### src/rtl/ec_pkg.sv
// Shared error-code and compare-result encodings for the multi-lane sign-select stage,
// plus the saturating popcount used to grade how many lanes disagree.
package ec_pkg;

  localparam logic [1:0] EC_NONE  = 2'd0;
  localparam logic [1:0] EC_COR   = 2'd1;
  localparam logic [1:0] EC_UNCOR = 2'd2;
  localparam logic [1:0] EC_MAL   = 2'd3;

  localparam logic [1:0] CMP_LO = 2'd0;
  localparam logic [1:0] CMP_HI = 2'd2;

  // Only "none / one / several" matters, so the count stops at 2.
  function automatic logic [1:0] popcount_sat2(input logic [31:0] vec);
    logic [1:0] cnt;
    cnt = 2'd0;
    for (int i = 0; i < 32; i++) begin
      if (vec[i] && (cnt != 2'd2)) cnt = cnt + 2'd1;
    end
    return cnt;
  endfunction

endpackage

### src/rtl/ec_lane_decode.sv
// Combinational decode of one lane's pair of range-compare results into
// select / normal-error / abnormal flags.
module ec_lane_decode
  import ec_pkg::*;
(
  input  logic [1:0] i_sign_a,
  input  logic [1:0] i_sign_b,
  output logic       o_sel,
  output logic       o_norm,
  output logic       o_abnorm
);

  assign o_sel = ((i_sign_a == CMP_LO) && (i_sign_b == CMP_LO)) ||
                 ((i_sign_a == CMP_HI) && (i_sign_b == CMP_HI));
  assign o_norm = (i_sign_a != i_sign_b);
  // Legal compare results are even; an odd code on either side means a broken comparator.
  assign o_abnorm = i_sign_a[0] | i_sign_b[0];

endmodule

### src/rtl/ec_multi_sign_select.sv
// Multi-lane pipelined sign-select with word error code, early flags and saturating counters.
// Optional first-error capture outputs are built when EC_ERR_CAPTURE_EN is defined.
module ec_multi_sign_select
  import ec_pkg::*;
#(
  parameter int DATA_WIDTH = 18,
  parameter int NUM_DIGITS = 8,
  parameter int PIPE_DEPTH = 2,
  parameter int CNT_WIDTH  = 16
) (
  input  logic                             clk,
  input  logic                             reset,
  input  logic                             in_valid,
  input  logic [2*NUM_DIGITS-1:0]          sign_in_A,
  input  logic [2*NUM_DIGITS-1:0]          sign_in_B,
  input  logic [DATA_WIDTH*NUM_DIGITS-1:0] in_Y,
  input  logic [DATA_WIDTH*NUM_DIGITS-1:0] in_cor,
  input  logic                             clr_counts,
  output logic                             out_valid,
  output logic [DATA_WIDTH*NUM_DIGITS-1:0] out,
  output logic [1:0]                       error,
  output logic [NUM_DIGITS-1:0]            lane_err,
  output logic                             cor_err_stg1,
  output logic                             mal_err_stg1,
  output logic [CNT_WIDTH-1:0]             cor_count,
  output logic [CNT_WIDTH-1:0]             mal_count
`ifdef EC_ERR_CAPTURE_EN
  ,
  output logic                             cap_valid,
  output logic [1:0]                       cap_code,
  output logic [(NUM_DIGITS > 1 ? $clog2(NUM_DIGITS) : 1)-1:0] cap_lane
`endif
);

  localparam int WW = DATA_WIDTH * NUM_DIGITS;
  localparam int NS = PIPE_DEPTH - 1;
  localparam logic [CNT_WIDTH-1:0] CNT_MAX = '1;

  logic [NUM_DIGITS-1:0] w_sel;
  logic [NUM_DIGITS-1:0] w_norm;
  logic [NUM_DIGITS-1:0] w_abnorm;
  logic [NUM_DIGITS-1:0] w_norm_v;
  logic [1:0]            w_code;
  logic [WW-1:0]         w_mux;

  logic [WW-1:0]         r_y    [NS];
  logic [WW-1:0]         r_cor  [NS];
  logic [NUM_DIGITS-1:0] r_sel  [NS];
  logic [NUM_DIGITS-1:0] r_norm [NS];
  logic [1:0]            r_code [NS];
  logic                  r_vld  [NS];

  genvar gi;
  generate
    for (gi = 0; gi < NUM_DIGITS; gi++) begin : g_lane
      ec_lane_decode u_dec (
        .i_sign_a (sign_in_A[2*gi +: 2]),
        .i_sign_b (sign_in_B[2*gi +: 2]),
        .o_sel    (w_sel[gi]),
        .o_norm   (w_norm[gi]),
        .o_abnorm (w_abnorm[gi])
      );
      assign w_mux[DATA_WIDTH*gi +: DATA_WIDTH] = r_sel[NS-1][gi] ?
                                                  r_cor[NS-1][DATA_WIDTH*gi +: DATA_WIDTH] :
                                                  r_y[NS-1][DATA_WIDTH*gi +: DATA_WIDTH];
    end
  endgenerate

  always_comb begin
    w_code = EC_NONE;
    if (|w_abnorm) begin
      w_code = EC_MAL;
    end else begin
      case (popcount_sat2(32'(w_norm)))
        2'd2:    w_code = EC_UNCOR;
        2'd1:    w_code = EC_COR;
        default: w_code = EC_NONE;
      endcase
    end
    if (!in_valid) w_code = EC_NONE;
  end

  // Bubbles carry a zero code and zero lane flags so they never count or capture.
  assign w_norm_v = in_valid ? w_norm : '0;

  always_ff @(posedge clk or posedge reset) begin
    if (reset) begin
      for (int s = 0; s < NS; s++) begin
        r_y[s]    <= '0;
        r_cor[s]  <= '0;
        r_sel[s]  <= '0;
        r_norm[s] <= '0;
        r_code[s] <= EC_NONE;
        r_vld[s]  <= 1'b0;
      end
    end else begin
      r_y[0]    <= in_Y;
      r_cor[0]  <= in_cor;
      r_sel[0]  <= w_sel;
      r_norm[0] <= w_norm_v;
      r_code[0] <= w_code;
      r_vld[0]  <= in_valid;
      for (int s = 1; s < NS; s++) begin
        r_y[s]    <= r_y[s-1];
        r_cor[s]  <= r_cor[s-1];
        r_sel[s]  <= r_sel[s-1];
        r_norm[s] <= r_norm[s-1];
        r_code[s] <= r_code[s-1];
        r_vld[s]  <= r_vld[s-1];
      end
    end
  end

  always_ff @(posedge clk or posedge reset) begin
    if (reset) begin
      out_valid <= 1'b0;
      out       <= '0;
      error     <= EC_NONE;
      lane_err  <= '0;
    end else begin
      out_valid <= r_vld[NS-1];
      out       <= w_mux;
      error     <= r_code[NS-1];
      lane_err  <= r_norm[NS-1];
    end
  end

  assign cor_err_stg1 = (r_code[NS-1] == EC_COR);
  assign mal_err_stg1 = r_code[NS-1][1];

  always_ff @(posedge clk or posedge reset) begin
    if (reset) begin
      cor_count <= '0;
      mal_count <= '0;
    end else if (clr_counts) begin
      cor_count <= '0;
      mal_count <= '0;
    end else begin
      if (out_valid && (error == EC_COR) && (cor_count != CNT_MAX))
        cor_count <= cor_count + 1'b1;
      if (out_valid && error[1] && (mal_count != CNT_MAX))
        mal_count <= mal_count + 1'b1;
    end
  end

`ifdef EC_ERR_CAPTURE_EN
  localparam int CAP_W = (NUM_DIGITS > 1) ? $clog2(NUM_DIGITS) : 1;
  logic [CAP_W-1:0] w_first_lane;

  // Descending scan so the lowest flagged lane is the one left standing.
  always_comb begin
    w_first_lane = '0;
    for (int i = NUM_DIGITS - 1; i >= 0; i--) begin
      if (lane_err[i]) w_first_lane = CAP_W'(i);
    end
  end

  always_ff @(posedge clk or posedge reset) begin
    if (reset) begin
      cap_valid <= 1'b0;
      cap_code  <= EC_NONE;
      cap_lane  <= '0;
    end else if (clr_counts) begin
      cap_valid <= 1'b0;
      cap_code  <= EC_NONE;
      cap_lane  <= '0;
    end else if (!cap_valid && out_valid && (error != EC_NONE)) begin
      cap_valid <= 1'b1;
      cap_code  <= error;
      cap_lane  <= w_first_lane;
    end
  end
`endif

endmodule

### config.mk
export PLATFORM = sky130hd
export DESIGN_NAME = ec_multi_sign_select
export DESIGN_NICKNAME = d
export VERILOG_FILES = /design/src/rtl/ec_pkg.sv /design/src/rtl/ec_lane_decode.sv /design/src/rtl/ec_multi_sign_select.sv
export SDC_FILE = /design/constraint.sdc
export NUM_CORES = 1
export LEC_CHECK = 0
export CORE_MARGIN = 2
export CORE_UTILIZATION = 41
export DETAILED_ROUTE_END_ITERATION = 7
export PLACE_DENSITY = 0.76
export SYNTH_ARGS = -nofsm -noshare
export SYNTH_HDL_FRONTEND = slang
export SYNTH_SLANG_ARGS = --single-unit
### constraint.sdc
create_clock -name clk -period 18.2 [get_ports clk]
set_input_delay 3.64 -clock clk [delete_from_list [all_inputs] [get_ports clk]]
set_output_delay 3.64 -clock clk [all_outputs]
set_load 0.01 [all_outputs]
==> insert_results.sql <==
INSERT INTO impl_metrics (metric_group, metric, value, unit) VALUES
('timing', 'timing.hold.ws', '0.346', 'ns'),
('timing', 'skew', '0.00904', 'ns'),
('floorplanning', 'die-width', '199', 'µm'),
('synthesis', 'syn-num-nets', '1245', ''),
('floorplanning', 'io_pins', '513', ''),
('detailed_routing', 'routed_wirelength', '38.6', 'mm'),
('power', 'p_int', '2.02', 'mW'),
('timing', 'slew_headroom', '16.5', '%'),
('critical_path', 'cp.required', '18.63', 'ns'),
('grt', 'global_route_wire_length_before_repair', '57.5', 'mm'),
('critical_path', 'crit_path_start_kind', 'primary input', ''),
('critical_path', 'crit_start', 'sign_in_B[0]', ''),
('synthesis', 'commonest_cells_post_synth', '494 x sky130_fd_sc_hd__dfrtp_1, 144 x sky130_fd_sc_hd__mux2_2, 46 x sky130_fd_sc_hd__nor2_1', ''),
('synthesis', 'post_synthesis_sequential_area_ratio', '79.3', '%'),
('detailed_routing', 'drt.antenna.violating_nets', '0', ''),
('synthesis', 'synth_enable_flop_cells', '0', ''),
('clocking', 'clk-insertion-delay-late', '0.57', 'ns'),
('cells_and_area', 'synthToLayoutAreaGrowth', '47.3', '%'),
('grt', 'overflow_left_after_global_routing', '0', ''),
('detailed_routing', 'dr.first_iter.drc_count', '190', ''),
('critical_path', 'critical_path.most_common_cell', 'sky130_fd_sc_hd__ha_1', ''),
('synthesis', 'ys_async_sr_fraction', '100', '%'),
('grt', 'grt_start_max_net_pins', '100', ''),
('clocking', 'clock_tree.htree_level_count', '2', ''),
('timing', 'max_freq', '103', 'MHz'),
('critical_path', 'worst_flop_to_flop_path_startpoint', 'cor_count[0]', ''),
('synthesis', 'yosys.cell_count.top_type', 'sky130_fd_sc_hd__dfrtp_1', ''),
('power', 'p_total', '2.66', 'mW'),
('status', 'status', 'complete, no violations', ''),
('floorplanning', 'initial_core_util', '41.5', '%'),
('synthesis', 'postSynth.topFlopCell', 'sky130_fd_sc_hd__dfrtp_1', ''),
('critical_path', 'critical_path.endpoint_type', 'register', ''),
('synthesis', 'post_synth_instance_area', '0.0156', 'mm²'),
('synthesis', 'yosys-top-cells-area', 'sky130_fd_sc_hd__dfrtp_1 79%, sky130_fd_sc_hd__mux2_2 10%, sky130_fd_sc_hd__ha_1 1.4%', ''),
('place', 'buffer_ports.inserted', '512', ''),
('power', 'combPwrFrac', '17.1', '%'),
('floorplanning', 'core', '0.0376', 'mm²'),
('min_path', 'holdCritStartpoint', 'r_norm[7]', ''),
('power', 'swShare', '24.3', '%'),
('synthesis', 'total_of_flip_flops_plus_latches_after_synthesis', '494', ''),
('floorplanning', 'die-area', '0.0396', 'mm²'),
('timing', 'report.final.setup_viol', '0', ''),
('grt', 'number_of_global_route_vias_before_repair', '10072', ''),
('clocking', 'cts_max_path_buffers', '3', ''),
('critical_path', 'crit_path_max_incr_delay', '0.50', 'ns'),
('detailed_routing', 'detailed_route_vias_per_instance', '4.53', ''),
('place', 'dp_slack', '7.89', 'ns'),
('clocking', 'cts_resized', '0', ''),
('critical_path', 'worst_path_max_delay_cell', 'sky130_fd_sc_hd__clkdlybuf4s50_1', ''),
('place', 'detailed_place_hpwl', '27.9', 'mm'),
('timing', 'worst_slack', '8.45', 'ns'),
('power', 'seq_pwr_share', '44.9', '%'),
('job', 'maxCapViolCount', '0', ''),
('clocking', 'cts.reportedPaths.clkPinSlew', '0.06', 'ns'),
('clocking', 'cts_sinks', '494', ''),
('place', 'finalWeightedCongestion', '0.798', ''),
('critical_path', 'path_max_fanout', '5', ''),
('detailed_routing', 'drtPass1Iterations', '4', ''),
('critical_path', 'path_class', 'in2reg', ''),
('synthesis', 'synth-warning-count', '0', ''),
('timing', 'final_critical_path_time_including_i_o_delays_and_setup', '9.75', 'ns'),
('synthesis', 'netlist_instances', '904', ''),
('detailed_routing', 'vias_post_dr', '9071', ''),
('timing', 'setup_tns', '0', 'ns'),
('floorplanning', 'die_height', '199', 'µm'),
('timing', 'max_slew_violation_total_from_the_final_report', '0', ''),
('synthesis', 'synth.top_cell.area_share', '79.3', '%'),
('synthesis', 'syn-mean-instance-area', '17.2', 'µm²'),
('synthesis', 'yosys.cell_types.count', '39', ''),
('cells_and_area', 'n_antenna_cell', '0', ''),
('timing', 'timing_hold_violations_final', '0', '');
-- metrics by stage --
| stage | util (%) | std cells | cell area, µm² |
|---|---|---|---|
| floorplan | - | 904 | 15600 |
| global placement | 56.8 | 1912 | 21300 |
| detailed placement | 56.8 | 1912 | 21300 |
| CTS | 61.1 | 2002 | 23000 |
| global route | 61.1 | 2002 | 23000 |
| finish | 61.1 | 2002 | 23000 |
-- kinds of logic after synthesis --
kind of cell    synth area share, %
flops                          79.3
mux                            10.6
simple gates                   3.72
buf+inv                        1.24
compound gates                 1.53
xor+xnor                       2.27
fa+ha+maj                      1.36
-- per-layer routing --
layer | share of wire (%) | wire, µm | global-route usage (%)
met3 | 7.7 | 2990 | 5.95
met5 | 0 | 0 | 0
met1 | 37 | 14300 | 22.3
met2 | 52 | 20000 | 34.1
met4 | 3.3 | 1290 | 8.21
-- cell usage in the layout, fill, tap and decap left out, types with 3 or more instances in the layout --
| master | netlist | final |
|---|---|---|
| sky130_fd_sc_hd__a21oi_1 | 11 | 11 |
| sky130_fd_sc_hd__buf_4 | 0 | 6 |
| sky130_fd_sc_hd__bufinv_16 | 0 | 4 |
| sky130_fd_sc_hd__clkbuf_1 | 19 | 9 |
| sky130_fd_sc_hd__clkbuf_16 | 0 | 51 |
| sky130_fd_sc_hd__clkbuf_8 | 0 | 7 |
| sky130_fd_sc_hd__clkdlybuf4s50_1 | 0 | 512 |
| sky130_fd_sc_hd__clkinv_2 | 0 | 14 |
| sky130_fd_sc_hd__dfrtp_1 | 494 | 494 |
| sky130_fd_sc_hd__ha_1 | 17 | 17 |
| sky130_fd_sc_hd__inv_1 | 29 | 28 |
| sky130_fd_sc_hd__mux2_2 | 144 | 144 |
| sky130_fd_sc_hd__mux2i_1 | 3 | 3 |
| sky130_fd_sc_hd__nand2_1 | 15 | 15 |
| sky130_fd_sc_hd__nand3_1 | 11 | 11 |
| sky130_fd_sc_hd__nand4_1 | 9 | 9 |
| sky130_fd_sc_hd__nor2_1 | 46 | 46 |
| sky130_fd_sc_hd__nor3_1 | 15 | 15 |
| sky130_fd_sc_hd__nor4_1 | 5 | 5 |
| sky130_fd_sc_hd__o21ai_0 | 12 | 12 |
| sky130_fd_sc_hd__o21bai_1 | 3 | 3 |
| sky130_fd_sc_hd__or3_1 | 9 | 9 |
| sky130_fd_sc_hd__xnor2_1 | 18 | 18 |
| sky130_fd_sc_hd__xor2_1 | 17 | 17 |
-- area by class of cell --
class | count | area, µm²
Clock inverter | 23 | 231
Fill cell | 2806 | 14600
Inverter | 30 | 120
Timing Repair Buffer | 518 | 5170
Tap cell | 511 | 639
Sequential cell | 494 | 12400
Multi-Input combinational cell | 359 | 3040
Clock buffer | 67 | 1410
-- critical path: cells and delay by family --
kind	cells	cell delay, ns
fa+ha+maj	7	1.59
simple gates	5	1.70
xor+xnor	3	0.70
buf+inv	4	0.73
mux	1	0.17
compound gates	8	1.62
-- power groups by stage --
stage               Sequential, mW  Combinational [mW]  Clock [mW]
floorplan                     1.22               0.242           0
global route                  1.20               0.498        1.09
finish                        1.20               0.456        1.01
CTS                           1.20               0.458        1.04
global placement              1.21               0.430           0
detailed placement            1.22               0.454           0
-- state kept, by name (all words and copies together) (netlist names) --
| signal | cells |
|---|---|
| r_cor | 144 |
| mal_count | 16 |
| r_sel | 8 |
| r_code | 2 |
| out | 144 |
| r_vld | 1 |
| error | 2 |
| lane_err | 8 |
| r_norm | 8 |
| r_y | 144 |
| cor_count | 16 |
| out_valid | 1 |
-- final timing paths --
| path | to | slack (ns) | cells past startpoint |
|---|---|---|---|
| worst max-delay path | r_code[1] | 8.45 | 28 |
| worst min-delay path | lane_err[7] | 0.35 | 0 |
| worst max register to register | cor_count[13] | 15.76 | 7 |
| worst min register to register | lane_err[7] | 0.35 | 0 |
| max in group asynchronous | mal_count[15] | 12.21 | 4 |
| min in group asynchronous | r_cor[25] | 3.62 | 2 |
Power figures use the tool's default switching activity.
